File: src/rtl/spi_master_tx_if.sv
// ---------------------------------------------------------------------------
// spi_master_tx_if
// Bundles the request side (start/data) and the serial/status side
// (mosi/sclk/cs_n/busy/done) of the SPI transmit master.
//   master modport : the SPI transmitter itself (takes start/data, drives
//                    the serial lines and status)
//   slave modport  : the requester / downstream observer
// ---------------------------------------------------------------------------
`timescale 1ns/1ps
interface spi_master_tx_if #(
  parameter int WIDTH = 4
);
  logic             start;
  logic [WIDTH-1:0] data;
  logic             mosi;
  logic             sclk;
  logic             cs_n;
  logic             busy;
  logic             done;

  modport master (
    input  start,
    input  data,
    output mosi,
    output sclk,
    output cs_n,
    output busy,
    output done
  );

  modport slave (
    output start,
    output data,
    input  mosi,
    input  sclk,
    input  cs_n,
    input  busy,
    input  done
  );
endinterface

File: src/rtl/spi_master_tx.sv
// ---------------------------------------------------------------------------
// spi_master_tx
// Mode-0 style SPI transmit-only master. A word is latched on an accepted
// start and shifted out MSB first: one SETUP half-period with sclk low,
// then WIDTH sclk high phases separated by low phases, where the final low
// phase is the HOLD phase (mosi=0, cs_n still low). done pulses for one
// cycle as cs_n returns high. All outputs are registered.
//
// Ports
//   clk    : system clock, rising edge
//   rst_n  : asynchronous active-low reset (deassertion synchronized outside)
//   bus    : spi_master_tx_if.master
//            start (in)  transfer request, only looked at in IDLE
//            data  (in)  word to send, latched on acceptance
//            mosi  (out) serial data, MSB first
//            sclk  (out) serial clock, CLK_DIV clk cycles per half-period
//            cs_n  (out) active-low frame enable
//            busy  (out) high from acceptance until done
//            done  (out) one-cycle end-of-frame pulse
// ---------------------------------------------------------------------------
`timescale 1ns/1ps
module spi_master_tx #(
  parameter int WIDTH   = 4,
  parameter int CLK_DIV = 4
) (
  input  logic            clk,
  input  logic            rst_n,
  spi_master_tx_if.master bus
);

  typedef enum logic [2:0] {
    IDLE     = 3'd0,
    SETUP    = 3'd1,
    SHIFT_HI = 3'd2,
    SHIFT_LO = 3'd3,
    HOLD     = 3'd4
  } state_t;

  localparam logic [7:0] RELOAD   = 8'(CLK_DIV - 1);
  localparam logic [4:0] LAST_BIT = 5'(WIDTH - 1);

  state_t           state_q, state_d;
  logic [7:0]       cnt_q, cnt_d;     // half-period down-counter
  logic [4:0]       bit_q, bit_d;     // sclk rises still to come after the current one
  logic [WIDTH-1:0] sr_q, sr_d;       // shift register, MSB drives mosi
  logic             sclk_q, sclk_d;
  logic             mosi_q, mosi_d;
  logic             cs_n_q, cs_n_d;
  logic             busy_q, busy_d;
  logic             done_q, done_d;

  logic             expire;
  assign expire = (cnt_q == 8'd0);

  // State and registered outputs
  always_ff @(posedge clk or negedge rst_n) begin
    if (!rst_n) begin
      state_q <= IDLE;
      cnt_q   <= 8'd0;
      bit_q   <= 5'd0;
      sr_q    <= '0;
      sclk_q  <= 1'b0;
      mosi_q  <= 1'b0;
      cs_n_q  <= 1'b1;
      busy_q  <= 1'b0;
      done_q  <= 1'b0;
    end else begin
      state_q <= state_d;
      cnt_q   <= cnt_d;
      bit_q   <= bit_d;
      sr_q    <= sr_d;
      sclk_q  <= sclk_d;
      mosi_q  <= mosi_d;
      cs_n_q  <= cs_n_d;
      busy_q  <= busy_d;
      done_q  <= done_d;
    end
  end

  // Next state, counters and shift register
  always_comb begin
    state_d = state_q;
    cnt_d   = cnt_q;
    bit_d   = bit_q;
    sr_d    = sr_q;
    unique case (state_q)
      IDLE: begin
        if (bus.start) begin
          state_d = SETUP;
          cnt_d   = RELOAD;
          bit_d   = LAST_BIT;
          sr_d    = bus.data;
        end
      end
      SETUP: begin
        if (expire) begin
          state_d = SHIFT_HI;
          cnt_d   = RELOAD;
        end else begin
          cnt_d = cnt_q - 8'd1;
        end
      end
      SHIFT_HI: begin
        if (expire) begin
          cnt_d = RELOAD;
          if (bit_q == 5'd0) begin
            // Last rise issued: the trailing low phase is HOLD with mosi parked low.
            state_d = HOLD;
            sr_d    = '0;
          end else begin
            state_d = SHIFT_LO;
            sr_d    = sr_q << 1;
            bit_d   = bit_q - 5'd1;
          end
        end else begin
          cnt_d = cnt_q - 8'd1;
        end
      end
      SHIFT_LO: begin
        if (expire) begin
          state_d = SHIFT_HI;
          cnt_d   = RELOAD;
        end else begin
          cnt_d = cnt_q - 8'd1;
        end
      end
      HOLD: begin
        if (expire) begin
          state_d = IDLE;
          cnt_d   = 8'd0;
        end else begin
          cnt_d = cnt_q - 8'd1;
        end
      end
      default: begin
        state_d = IDLE;
        cnt_d   = 8'd0;
        bit_d   = 5'd0;
        sr_d    = '0;
      end
    endcase
  end

  // Output values for the next cycle, derived from the next state so the
  // registered outputs line up with the state they belong to.
  always_comb begin
    sclk_d = (state_d == SHIFT_HI);
    cs_n_d = (state_d == IDLE);
    busy_d = (state_d != IDLE);
    done_d = (state_q == HOLD) && (state_d == IDLE);
    mosi_d = (state_d == IDLE) ? 1'b0 : sr_d[WIDTH-1];
  end

  assign bus.sclk = sclk_q;
  assign bus.mosi = mosi_q;
  assign bus.cs_n = cs_n_q;
  assign bus.busy = busy_q;
  assign bus.done = done_q;

endmodule

File: src/flat_wrapper.sv
// flat-port wrapper written by rule: the top's interface ports become plain ports
module spi_master_tx_flat 
#(
  parameter int WIDTH   = 4,
  parameter int CLK_DIV = 4
)
  (clk, rst_n, bus_start, bus_data, bus_mosi, bus_sclk, bus_cs_n, bus_busy, bus_done);
  spi_master_tx_if #(.WIDTH(WIDTH)) bus_i ();
  input  logic clk;
  input  logic rst_n;
  input wire logic [$bits(bus_i.start)-1:0] bus_start;
  input wire logic [$bits(bus_i.data)-1:0] bus_data;
  output wire logic [$bits(bus_i.mosi)-1:0] bus_mosi;
  output wire logic [$bits(bus_i.sclk)-1:0] bus_sclk;
  output wire logic [$bits(bus_i.cs_n)-1:0] bus_cs_n;
  output wire logic [$bits(bus_i.busy)-1:0] bus_busy;
  output wire logic [$bits(bus_i.done)-1:0] bus_done;
  assign bus_i.start = bus_start;
  assign bus_i.data = bus_data;
  assign bus_mosi = bus_i.mosi;
  assign bus_sclk = bus_i.sclk;
  assign bus_cs_n = bus_i.cs_n;
  assign bus_busy = bus_i.busy;
  assign bus_done = bus_i.done;
  spi_master_tx #(.WIDTH(WIDTH), .CLK_DIV(CLK_DIV)) u_core (.clk(clk), .rst_n(rst_n), .bus(bus_i));
endmodule
File: config.mk
export PLATFORM = sky130hd
export DESIGN_NAME = spi_master_tx_flat
export DESIGN_NICKNAME = d
export VERILOG_FILES = /design/src/rtl/spi_master_tx_if.sv /design/src/rtl/spi_master_tx.sv /design/src/flat_wrapper.sv
export SDC_FILE = /design/constraint.sdc
export NUM_CORES = 1
export LEC_CHECK = 0
export CORE_MARGIN = 8
export CORE_UTILIZATION = 49
export CTS_CLUSTER_DIAMETER = 40
export DETAILED_ROUTE_END_ITERATION = 10
export GPL_ROUTABILITY_DRIVEN = 0
export PLACE_DENSITY = 0.69
export SKIP_CTS_REPAIR_TIMING = 1
export SLEW_MARGIN = 25
export SYNTH_ARGS = -nofsm -noshare
export SYNTH_HDL_FRONTEND = slang
export SYNTH_SLANG_ARGS = --single-unit
File: constraint.sdc
create_clock -name clk -period 3.2 [get_ports clk]
set_input_delay 0.48 -clock clk [delete_from_list [all_inputs] [get_ports clk]]
set_output_delay 0.48 -clock clk [all_outputs]
set_load 0.02 [all_outputs]
==> results.md, run 1 <==
- The post-layout minimum cycle time is 2.234 ns.
- The path class of the tightest hold or removal check is input pin to asynchronous set/reset pin.
- In the routed design, unresolved DRC markers number 0.
- The slowest stage of the critical path is the sky130_fd_sc_hd__or4_1 cell.
- On the worst path, the slowest cell contributes a delay of 0.51 ns.
- The routed layout has 1127 vias.
- The die height is 69.84 microns.
- The count of different cell masters after synthesis is 50.
- The number of nets in the synthesized netlist is 150.
- The die is 69.84 microns wide.
- The element type at the critical path start is a register.
- The worst slew margin relative to its limit is 0.4864.
- The number of global-route vias before repair was 1139.
- After the first detailed-routing iteration, the DRC count stood at 58.
- CTS saw 25 sinks.
- 0 antenna diodes ended up in the layout.
- The detailed-router iteration count before antenna repair is 4.
- The post-CTS clock slew at the launch and capture registers of the worst setup and hold paths is 0.14 ns.
- The number of antenna violations at the first check in global routing is 0.
- The post-route worst hold slack is 0.5019 ns.
- The run finished with clean final reports.
- STA puts the critical path data arrival time at 2.50 ns.
- In this run the cell area of the synthesized design comes to 0.001420 sq mm.
- The reg-to-reg critical path endpoint is u_core.bit_q[4].
- The post-route core utilization is 0.5780.
- The CTS buffer count is 3.
- The final number of setup-violating endpoints is 0.
- The Yosys step of the flow raised 0 warnings.
- The placed instance count is 179.
- The sum of negative setup slack is 0 ns.
- The clock reaches the later pin of the worst-skew pair after 0.32 ns.
- The overall routed net length is 3.000 mm.
- After filler insertion, the fill cell instance count of the layout stands at 232.
- The detailed-placement wirelength estimate is 2.177 mm.
- The all-layer global routing usage is 0.1295.
- The number of instances in the synthesized netlist is 139.
- Dividing the detail-routed via count by the number of cells gives 6.158.
- In this run, synthesis inferred 0 flip-flops with an integrated enable.
- The flip-flop and latch count after synthesis is 25.
- In this run the static leakage power is 0.0007008 uW.
- The initial cell density of the core is 0.5150.
- The ratio of cells with drive above 1 in the final layout is 0.1382.
- The startpoint identified for the worst register-to-register timing path is u_core.cnt_q[0].
- The total count of hold-check failures in the final report is 0.
- The number of standard cells in the final layout excluding fillers is 183.
- Traced cell by cell, the critical path runs through inv_1 -> ha_1 -> nor3b_1 -> a31oi_1 -> or4_1 -> a21boi_1.
- Along the worst path, the maximum fanout reaches 6.
- The clock root buffer is sky130_fd_sc_hd__clkbuf_4.
- The most used flip-flop cell after synthesis is sky130_fd_sc_hd__dfrtp_1.
- Timing would allow up to 447.5 MHz.
- The maximum resistive drop on vdd is 665.2 uV.
- The endpoint type of the worst setup path is a register.
- Entering global routing, the biggest net connects 26 pins.
- Ranked by total cell area, the synthesized netlist is headed by sky130_fd_sc_hd__dfrtp_1, sky130_fd_sc_hd__ha_1, sky130_fd_sc_hd__nor4b_4.
- Dividing the final minimum period by the clock period gives 0.6983.
- The maximum buffer depth of the clock tree is 2.
- The final max-slew violation count is 0.
- The average instance in the mapped netlist occupies 10.22 sq um.
- The cell depth of the worst flop-to-flop path is 6.
- Tracing the worst setup path back leads to its startpoint at u_core.cnt_q[0].
- The max-cap violation count is 0.
- At the pin with the least slew margin, the transition time is 0.7640 ns.
- The H-tree depth reported by CTS is 1.
- The critical path is of the register to register type.
- TritonCTS built the clock tree.
- Buffers placed on the I/O ports in this run total 11.
- The proportion of synthesized chip area in sequential cells is 0.4414.
- The post-layout net count is 164.
- The aggregate global routing overflow is 0.
- The wire length per cell is 16.39 microns.
- The total power draw is 1426 uW.
- The wire length of the first global-routing pass is 5.340 mm.
- The floorplan has 19 rows.
- For flop-to-flop paths, the worst setup slack is 0.97 ns.
- The core region area is 0.002758 sq mm.
- The die outline area is 0.004877 sq mm.
- Of the post-synthesis cell area, the dominant cell type holds 0.4229.
- The required time reported for the critical path endpoint is 3.47 ns.
- The count of nets left with antenna violations once routing finished came out at 0.
- Setup repair after global routing left no endpoint under its margin.
- Dividing total power by cell area gives a power density of 894.4 mW/mm^2.
- The relative area change from synthesis to final layout is 12.25%.
- The capture point of the worst path is u_core.bit_q[4].
- sky130_fd_sc_hd__dfrtp_1 takes more of the synthesized area than any other cell.
- During I/O placement, the number of pins put on the boundary was 12.
- The share of flip-flops with an asynchronous set or reset after synthesis is 1.000.
- Across the routed clock network, the largest skew measured is 0.004419 ns.
-- cells by family after synthesis --
family / count (synthesis) / share of synthesized area
flip-flops: 25 / 0.4414
buffers and inverters: 13 / 0.03612
AND/OR/NAND/NOR: 48 / 0.2414
multiplexers: 1 / 0.007049
adder cells (fa/ha/maj): 4 / 0.03524
AO/OA/AOI/OAI: 44 / 0.2141
XOR/XNOR: 4 / 0.02467
-- state kept, by name, indices dropped and copies added, names as in the netlist --
name	count
u_core.bit_q	5
u_core.bus.busy	1
u_core.bus.cs_n	1
u_core.bus.done	1
u_core.bus.mosi	1
u_core.bus.sclk	1
u_core.cnt_q	8
u_core.sr_q	4
u_core.state_q	3
-- cells in the mapped netlist, types with 2 or more instances --
library cell	count
sky130_fd_sc_hd__o21a_1	3
sky130_fd_sc_hd__inv_1	9
sky130_fd_sc_hd__nor4_1	2
sky130_fd_sc_hd__nor4_2	2
sky130_fd_sc_hd__nor4b_4	2
sky130_fd_sc_hd__a22o_1	4
sky130_fd_sc_hd__or3b_2	2
sky130_fd_sc_hd__nor2b_1	2
sky130_fd_sc_hd__nor2_1	8
sky130_fd_sc_hd__nand3_1	3
sky130_fd_sc_hd__dfrtp_1	24
sky130_fd_sc_hd__a21o_1	4
sky130_fd_sc_hd__a211oi_1	3
sky130_fd_sc_hd__nor3_1	2
sky130_fd_sc_hd__o311ai_0	2
sky130_fd_sc_hd__or4_1	3
sky130_fd_sc_hd__nor3b_1	2
sky130_fd_sc_hd__a31oi_1	2
sky130_fd_sc_hd__xnor2_1	4
sky130_fd_sc_hd__o31ai_1	3
sky130_fd_sc_hd__a21oi_1	9
sky130_fd_sc_hd__or3_2	2
sky130_fd_sc_hd__o21ai_0	6
sky130_fd_sc_hd__nand2_1	6
sky130_fd_sc_hd__buf_2	2
sky130_fd_sc_hd__ha_1	4
-- power by group --
group	switching [uW]	leakage [uW]	internal (uW)
clock network	97.7	0.0000177	46.9
logic	374	0.000368	322
registers	141	0.000315	445
-- per-layer routing --
| metal | GRT usage | routed length (microns) |
|---|---|---|
| met2 | 0.1990 | 1387 |
| met5 | 0 | 0 |
| met3 | 0.03147 | 168 |
| met1 | 0.1664 | 1392 |
| met4 | 0.05804 | 52 |
-- critical path, delay by kind of cell (launching register included) --
kind	cells	cell delay, ns
AND/OR/NAND/NOR	2	1.01
AO/OA/AOI/OAI	2	0.40
buffers and inverters	1	0.12
adder cells (fa/ha/maj)	1	0.19
flip-flops	1	0.46
-- placed cells by master (no fill, tap or decap), drive strengths merged, types with 2 or more instances in the layout --
master	instances
clkdlybuf4s50	11
a21oi	9
dfrtp	24
nor2	9
nand2	6
a21o	4
nor4	4
o21ai	7
nand3	3
inv	9
o21a	3
clkbuf	3
xnor2	4
nor3	2
nor3b	2
or4	4
o311ai	2
nor4b	4
or3	3
ha	4
nor2b	2
a22o	4
buf	2
o31ai	3
or3b	2
a211oi	3
a31oi	2
-- stage by stage --
| stage | cell area (sq um) | worst slack (ns) |
|---|---|---|
| 2_1_floorplan | 1420 | 1.280 |
| 5_1_grt | 1594 | 0.7819 |
| 3_3_place_gp | 1567 | 1.047 |
| 4_1_cts | 1594 | 1.018 |
| 6_report | 1594 | 0.9655 |
| 3_5_place_dp | 1567 | 1.008 |
-- area by class of cell --
cell class	count	area, sq um	share of cell area
clock buffer	3	22.52	0.01413
timing repair buffer	13	125.1	0.07849
sequential	25	626.9	0.3932
tap	31	38.79	0.02433
inverter	9	33.78	0.02119
multi-input combinational	101	742.0	0.4655
clock inverter	1	5.005	0.003140
-- worst min-delay path by stage --
stage / from / end / slack, ns / cells after the start
6_report: rst_n / u_core.bus.sclk / 0.50 / 2
5_1_grt: u_core.sr_q[3] / u_core.bus.mosi / 0.52 / 1
4_1_cts: u_core.sr_q[1] / u_core.sr_q[1] / 0.50 / 1
3_5_place_dp: u_core.sr_q[1] / u_core.sr_q[1] / 0.47 / 1
3_3_place_gp: u_core.sr_q[2] / u_core.sr_q[2] / 0.46 / 1
2_1_floorplan: rst_n / u_core.bit_q[0] / 0.18 / 0
(Power assumes the default switching activity.)
==> run 2, diff against run 1 <==
--- a/config.mk
+++ b/config.mk
@@ -10,7 +10,7 @@
 export CTS_CLUSTER_DIAMETER = 40
 export DETAILED_ROUTE_END_ITERATION = 10
 export GPL_ROUTABILITY_DRIVEN = 0
-export PLACE_DENSITY = 0.69
+export PLACE_DENSITY = 0.72
 export SKIP_CTS_REPAIR_TIMING = 1
 export SLEW_MARGIN = 25
 export SYNTH_ARGS = -nofsm -noshare
==> constraint.sdc (replaced) <==
create_clock -name clk -period 1.84 [get_ports clk]
set_input_delay 0.276 -clock clk [delete_from_list [all_inputs] [get_ports clk]]
set_output_delay 0.276 -clock clk [all_outputs]
set_load 0.02 [all_outputs]
==> run 2 against run 1 <==
The run now ends with negative setup slack left. Cell count is 16% higher. Core utilization grew 11 points. First-iteration DRC count rose by 47%. Via count is 14% higher. Combinational power rose to 2.7 times the previous value. Setup slack worse by 1.0 ns. Hold slack worse by 0.21 ns. Largest power group unchanged. Highest routed layer unchanged.
==> results.md, run 2 (same netlist as run 1, synthesis figures left out) <==
- The flow ran to the end, but the final reports show violations.
- The final reports fail on negative setup slack.
- The maximum clock skew at final layout is 0.004734 ns.
- The endpoint type of the worst setup path is a register.
- The biggest fanout along the worst timing path is 5.
- In the finished design, the share of the clock period the worst path needs comes to 1.027.
- STA classifies the critical path startpoint as a register.
- The DRC marker count from the first detailed-route iteration is 85.
- The final routed DRC violation total is 0.
- After legalization and detailed placement, the total HPWL measured 2.563 mm.
- The largest registers in the layout are u_core.cnt_q: 8 flops, u_core.bit_q: 5 flops, u_core.sr_q: 4 flops.
- The vias after detailed routing is 1280.
- The H-tree depth reported by CTS is 1.
- The initial utilization of the core area, before any placement, comes to 0.5150.
- The final number of setup-violating endpoints is 11.
- The number of nets with antenna violations after detailed routing is 0.
- TritonCTS built the clock tree.
- The post-route worst hold slack is 0.2892 ns.
- For this design the ratio of total power to cell area is 1627 mW/mm^2.
- The first TritonRoute pass finished after 4 iterations.
- The clock net in this run drives a total of 25 sinks.
- In this design, the stage delay of the slowest critical-path cell is 0.49 ns.
- For the worst-skew pair, the clock arrives at the later sink with an insertion delay of 0.32 ns.
- After layout, the design draws a total of 3075 uW.
- The arrival time of the worst setup path is 2.10 ns.
- The CTS buffer count is 3.
- In the routed layout, each cell is associated on average with a via count of 6.038.
- The standby leakage power is 0.0008550 uW.
- CTS placed an instance of sky130_fd_sc_hd__clkbuf_4 at the clock tree root.
- The first global-routing pass estimated 5.706 mm of wire.
- The register with the most flip-flops in the final layout is u_core.cnt_q.
- The most frequent standard cell in the layout excluding fill and tap cells is sky130_fd_sc_hd__buf_4.
- Setup repair after global routing could not meet its margin everywhere.
- The slew at the pin with the worst max-slew slack is 0.5213 ns.
- The register-to-register setup slack is -0.05 ns.
- IR analysis of the VDD net gives a maximum drop of 1281 uV.
- The largest delay contributor family on the critical path is simple AND/OR/NAND/NOR gates.
- The worst slew margin relative to its limit is 0.6488.
- The critical path is of the register to register type.
- The reg-to-reg critical path endpoint is u_core.cnt_q[1].
- The total overflow left after global routing is 0.
- Max-cap violations in this run came to 0.
- The all-layer global routing usage is 0.1381.
- The ratio of cells with drive above 1 in the final layout is 0.3370.
- The wire length per cell is 16.90 microns.
- Entering global routing, the biggest net connects 26 pins.
- The largest individual stage delay along the critical path comes from the cell sky130_fd_sc_hd__or4b_4.
- From left edge to right edge, the die measures 69.84 microns.
- The net count of the finished layout is 193.
- The count of buffers added on input and output ports is 11.
- The floorplan step defined a die boundary enclosing 0.004877 sq mm.
- The total count of hold-check failures in the final report is 0.
- In the layout the commonest cells are sky130_fd_sc_hd__buf_4, sky130_fd_sc_hd__dfrtp_1, sky130_fd_sc_hd__clkdlybuf4s50_1, sky130_fd_sc_hd__nor2_1, sky130_fd_sc_hd__a21oi_1.
- The number of standard-cell rows in the floorplan is 19.
- The number of global-route vias before repair is 1245.
- The startpoint identified for the worst register-to-register timing path is u_core.bit_q[0].
- For the worst setup path, the data required time is 2.05 ns.
- Derived from the worst setup path, the maximum achievable clock frequency is 529.2 MHz.
- The final layout contains routed wiring with a total length of 3.583 mm.
- The post-CTS clock slew at the launch and capture registers of the worst setup and hold paths is 0.14 ns.
- The final setup slack of the worst path is -0.04950 ns.
- During I/O placement, the number of pins put on the boundary was 12.
- The relative area change from synthesis to final layout is 33.13%.
- The worst min-delay path category is input pin to asynchronous set/reset pin.
- After layout, the minimum clock period comes to 1.889 ns.
- The worst register-to-register path has a depth of 6.
- The final max-slew violation count is 0.
- The number of buffers and inverters on the critical path is 1.
- The number of antenna diodes is 0.
- The die height is 69.84 microns.
- The register with the most flip-flops in the layout has 8 of them.
- The number of antenna violations at the first check in global routing was 0.
- The most numerous cell type found on the critical path is sky130_fd_sc_hd__nor4b_4.
- In this run the deepest clock path goes through 2 buffers.
- Walking the worst path, the cells encountered are inv_2 -> ha_1 -> or4b_4 -> nor4b_4 -> nor4b_4 -> o21ai_1.
- The core region is 0.002758 sq mm.
==> run 2: metal layers <==
layer | GRT usage | vias to the layer above | share of wire | wire length (microns)
met4 | 0.04018 | 0 | 0.013 | 48
met2 | 0.2132 | 41 | 0.47 | 1675
li1 | - | 610 | - | -
met5 | 0 | - | 0 | 0
met3 | 0.03433 | 9 | 0.047 | 169
met1 | 0.1842 | 620 | 0.47 | 1690
==> run 2: cell type report <==
type | count | area (sq um)
Clock buffer | 3 | 22.52
Multi-Input combinational cell | 101 | 813.3
Inverter | 9 | 33.78
Fill cell | 206 | 867.1
Sequential cell | 25 | 626.9
Timing Repair Buffer | 42 | 350.3
Clock inverter | 1 | 5.005
Tap cell | 31 | 38.79
==> run 2: stage by stage <==
stage / worst slack [ns] / cells / area [sq um] / setup TNS [ns] / util
after floorplan: 0.01989 / 139 / 1436 / 0 / -
after global placement: -0.04804 / 204 / 1770 / -0.1448 / 0.6420
after detailed placement: -0.1271 / 204 / 1770 / -0.5050 / 0.6420
after CTS: -0.1492 / 208 / 1798 / -0.6091 / 0.6520
after global routing: -0.1033 / 212 / 1891 / -0.9823 / 0.6856
final: -0.04950 / 212 / 1891 / -0.2681 / 0.6856
==> run 2: worst reg2reg max path: cells and delay by family, from the launching register on <==
family / cells / cell delay [ns]
AOI/OAI and AO/OA: 1 / 0.11
buffers and inverters: 1 / 0.07
DFF: 1 / 0.43
adders and majority gates: 1 / 0.14
and+or+nand+nor: 3 / 1.04
==> run 2: power by group <==
| part | switching (uW) | internal [uW] |
|---|---|---|
| Clock | 171 | 81.6 |
| Combinational | 955 | 928 |
| Sequential | 165 | 775 |
| Total | 1290 | 1790 |
==> run 2: worst max path at each step <==
| stage | from | to | slack [ns] | depth (start not counted) |
|---|---|---|---|---|
| after CTS | u_core.bit_q[0] | u_core.cnt_q[1] | -0.15 | 7 |
| after global placement | bus_start | u_core.bit_q[4] | -0.05 | 5 |
| after detailed placement | u_core.bit_q[0] | u_core.cnt_q[1] | -0.13 | 7 |
| after global routing | u_core.state_q[0] | u_core.bus.mosi | -0.10 | 4 |
| final | u_core.bit_q[0] | u_core.cnt_q[1] | -0.05 | 6 |
| after floorplan | u_core.cnt_q[0] | u_core.sr_q[3] | 0.02 | 6 |
==> run 3, diff against run 2 <==
--- a/config.mk
+++ b/config.mk
@@ -7,10 +7,9 @@
 export LEC_CHECK = 0
 export CORE_MARGIN = 8
 export CORE_UTILIZATION = 49
-export CTS_CLUSTER_DIAMETER = 40
 export DETAILED_ROUTE_END_ITERATION = 10
 export GPL_ROUTABILITY_DRIVEN = 0
-export PLACE_DENSITY = 0.72
+export PLACE_DENSITY = 0.75
 export SKIP_CTS_REPAIR_TIMING = 1
 export SLEW_MARGIN = 25
 export SYNTH_ARGS = -nofsm -noshare
==> run 3 against run 2 <==
The run still ends with negative setup slack left. Critical path depth up 1. Wire length down 3.3%. Via count down 0.55%. Sequential share of layout area up 0.11 points. Setup slack worse by 0.067 ns. Core utilization down 0.23 points. Register-to-register slack worse by 0.07 ns. Flip-flop and latch count unchanged. Maximum frequency down 3.4%. Clock power down 2%. Non-clock buffer count down 2. Critical endpoint unchanged. Largest cell class unchanged.
==> results.md, run 3 (same netlist as run 1, synthesis figures left out) <==
- The flow ran to the end, but the final reports show violations.
- The checks that failed: negative setup slack.
- The final layout contains routed wiring with a total length of 3.466 mm.
- The all-layer global routing usage is 0.1375.
- The number of antenna diodes is 0.
- For the pin with the worst max-slew slack, the measured transition is 0.4547 ns.
- The biggest fanout along the worst timing path is 4.
- On the worst path, the slowest cell contributes a delay of 0.48 ns.
- The number of standard-cell rows in the floorplan is 19.
- After detailed routing, the average wire length per cell comes to 16.50 microns.
- The capture point of the worst path is u_core.cnt_q[1].
- From left edge to right edge, the die measures 69.84 microns.
- The largest delay contributor family on the critical path is simple AND/OR/NAND/NOR gates.
- In this run the worst hold path is classified as input pin to asynchronous set/reset pin.
- The pin count of the biggest net entering global routing is 26.
- The register with the most flip-flops in the layout has 8 of them.
- Dividing total power by cell area gives a power density of 1598 mW/mm^2.
- The DRC marker count from the first detailed-route iteration is 42.
- In the final layout, the multi-input gates occupy 825.8 sq um.
- After detailed routing, the number of remaining DRC violations is 0.
- The number of sinks driven by the clock tree is 25.
- The number of buffers and inverters on the critical path is 2.
- The sequential standard cell area is 626.9 sq um.
- The area of all placed cells without fillers is 0.001884 sq mm.
- The relative area change from synthesis to final layout is 32.69%.
- The H-tree depth reported by CTS is 1.
- The maximum clock skew at final layout is 0.01102 ns.
- The detailed-placement wirelength estimate is 2.467 mm.
- The post-route fraction of the period consumed by the critical path is 1.063.
- The sum of negative setup slack is -0.5459 ns.
- The post-layout minimum cycle time is 1.957 ns.
- The initial cell density of the core is 0.5150.
- The cell that appears most often on the critical path is sky130_fd_sc_hd__nor4b_4.
- The mean number of vias per cell is 6.062.
- The reg-to-reg critical path endpoint is u_core.cnt_q[1].
- The number of antenna violations at the first check in global routing is 0.
- Walking the worst path, the cells encountered are inv_2 -> ha_4 -> or4b_4 -> nor4b_4 -> buf_4 -> nor4b_4 -> o21ai_1.
- The critical path in this run is classified as register to register.
- In this run the vertical extent of the chip is 69.84 microns.
- The most flop-heavy register is u_core.cnt_q.
- The maximum operating frequency is 511.0 MHz.
- In this run, CTS created clock tree buffers numbering 3.
- The pre-CTS setup slack is -0.1371 ns.
- The floorplan step defined a core boundary enclosing 0.002758 sq mm.
- Leaving out fill and tap cells, the most frequent cell in the layout is sky130_fd_sc_hd__buf_4.
- The number of gates on the worst path with buffers counted is 7.
- The startpoint of the worst-slack reg-to-reg timing path is u_core.bit_q[0].
- The total count of hold-check failures in the final report is 0.
- The post-layout net count is 191.
- The worst-case IR drop observed on VDD is 1080 uV.
- The required time reported for the critical path endpoint is 2.06 ns.
- The vias after detailed routing is 1273.
- The worst setup path startpoint is u_core.bit_q[0].
- The later pin in the worst-skew pair is clocked with a latency of 0.32 ns.
- Max-cap violations in this run came to 0.
- The final max-slew violation count is 0.
- The worst setup path is launched from a register.
- The largest registers in the layout are u_core.cnt_q: 8 flops, u_core.bit_q: 5 flops, u_core.sr_q: 4 flops.
- The pre-antenna-repair detailed-routing pass consisted of 4 iterations.
- The number of standard cells in the final layout excluding fillers is 210.
- Buffers placed on the I/O ports in this run total 11.
- The longest clock path from root to sink contains 2 buffers.
- The die outline area is 0.004877 sq mm.
- Setup repair after global routing could not meet its margin everywhere.
- The clock root buffer is sky130_fd_sc_hd__clkbuf_4.
- The endpoint type of the worst setup path is a register.
- The placed instance count is 201.
- Setup violations remaining at the end of the flow were counted as 7.
- The slowest stage of the critical path is the sky130_fd_sc_hd__or4b_4 cell.
- The standby leakage power is 0.0008421 uW.
- The number of nets with antenna violations after detailed routing is 0.
- The worst slew margin relative to its limit is 0.6937.
- Data arrives at the worst endpoint at 2.18 ns.
- The aggregate global routing overflow is 0.
- The TritonCTS clock tree is built.
- The final setup slack of the worst path is -0.1168 ns.
- The number of global-route vias before repair came to 1234.
- In the final layout, the share of cells above drive strength 1 is 0.3464.
- The post-CTS clock slew at the launch and capture registers of the worst setup and hold paths is 0.14 ns.
- At the end of the flow the core is filled with cells to 0.6833.
- The total placed instance area is 0.001748 sq mm.
- The worst register-to-register path has a depth of 7.
- During I/O placement, the number of pins put on the boundary was 12.
- The wire length of the first global-routing pass is 5.692 mm.
- For flop-to-flop paths, the worst setup slack is -0.12 ns.
- The total of fill cells in the finished design is 185.
- Leaving out fill and tap cells, the most frequent cells in the layout are sky130_fd_sc_hd__buf_4, sky130_fd_sc_hd__dfrtp_1, sky130_fd_sc_hd__clkdlybuf4s50_1, sky130_fd_sc_hd__a21oi_1, sky130_fd_sc_hd__nor2_1.
## run 3: area by class of cell
type / instances / area share
clock buffers: 3 / 0.01195
repair buffers: 40 / 0.1760
well taps: 31 / 0.02058
multi-input cells: 101 / 0.4382
inverters: 9 / 0.01793
flip-flops and latches: 25 / 0.3327
clock inverters: 1 / 0.002656
## run 3: layer usage
layer	part of all wire	global-route usage	up-vias
li1	-	-	603
met1	0.48	0.1829	631
met2	0.45	0.2041	29
met3	0.042	0.03720	10
met4	0.024	0.05580	0
met5	0	0	-
## run 3: worst min-delay path by stage
stage,cells past startpoint,slack [ns],to,start
6_report,2,0.29,u_core.cnt_q[0],rst_n
5_1_grt,2,0.31,u_core.cnt_q[0],rst_n
4_1_cts,2,0.30,u_core.cnt_q[6],rst_n
3_5_place_dp,1,0.48,u_core.bus.mosi,u_core.sr_q[3]
3_3_place_gp,1,0.46,u_core.bus.mosi,u_core.sr_q[3]
2_1_floorplan,0,-0.02,u_core.bit_q[0],rst_n
## run 3: metrics by stage
stage               hold WS (ns)  total power, uW
floorplan               -0.01959             1924
detailed placement        0.4784             2562
global route              0.3135             3237
global placement          0.4572             2492
CTS                       0.2967             2812
finish                    0.2887             3011
## run 3: report_power, final
part | internal [uW] | switching (uW)
sequential | 775 | 166
clock | 81.3 | 165
combinational | 897 | 927
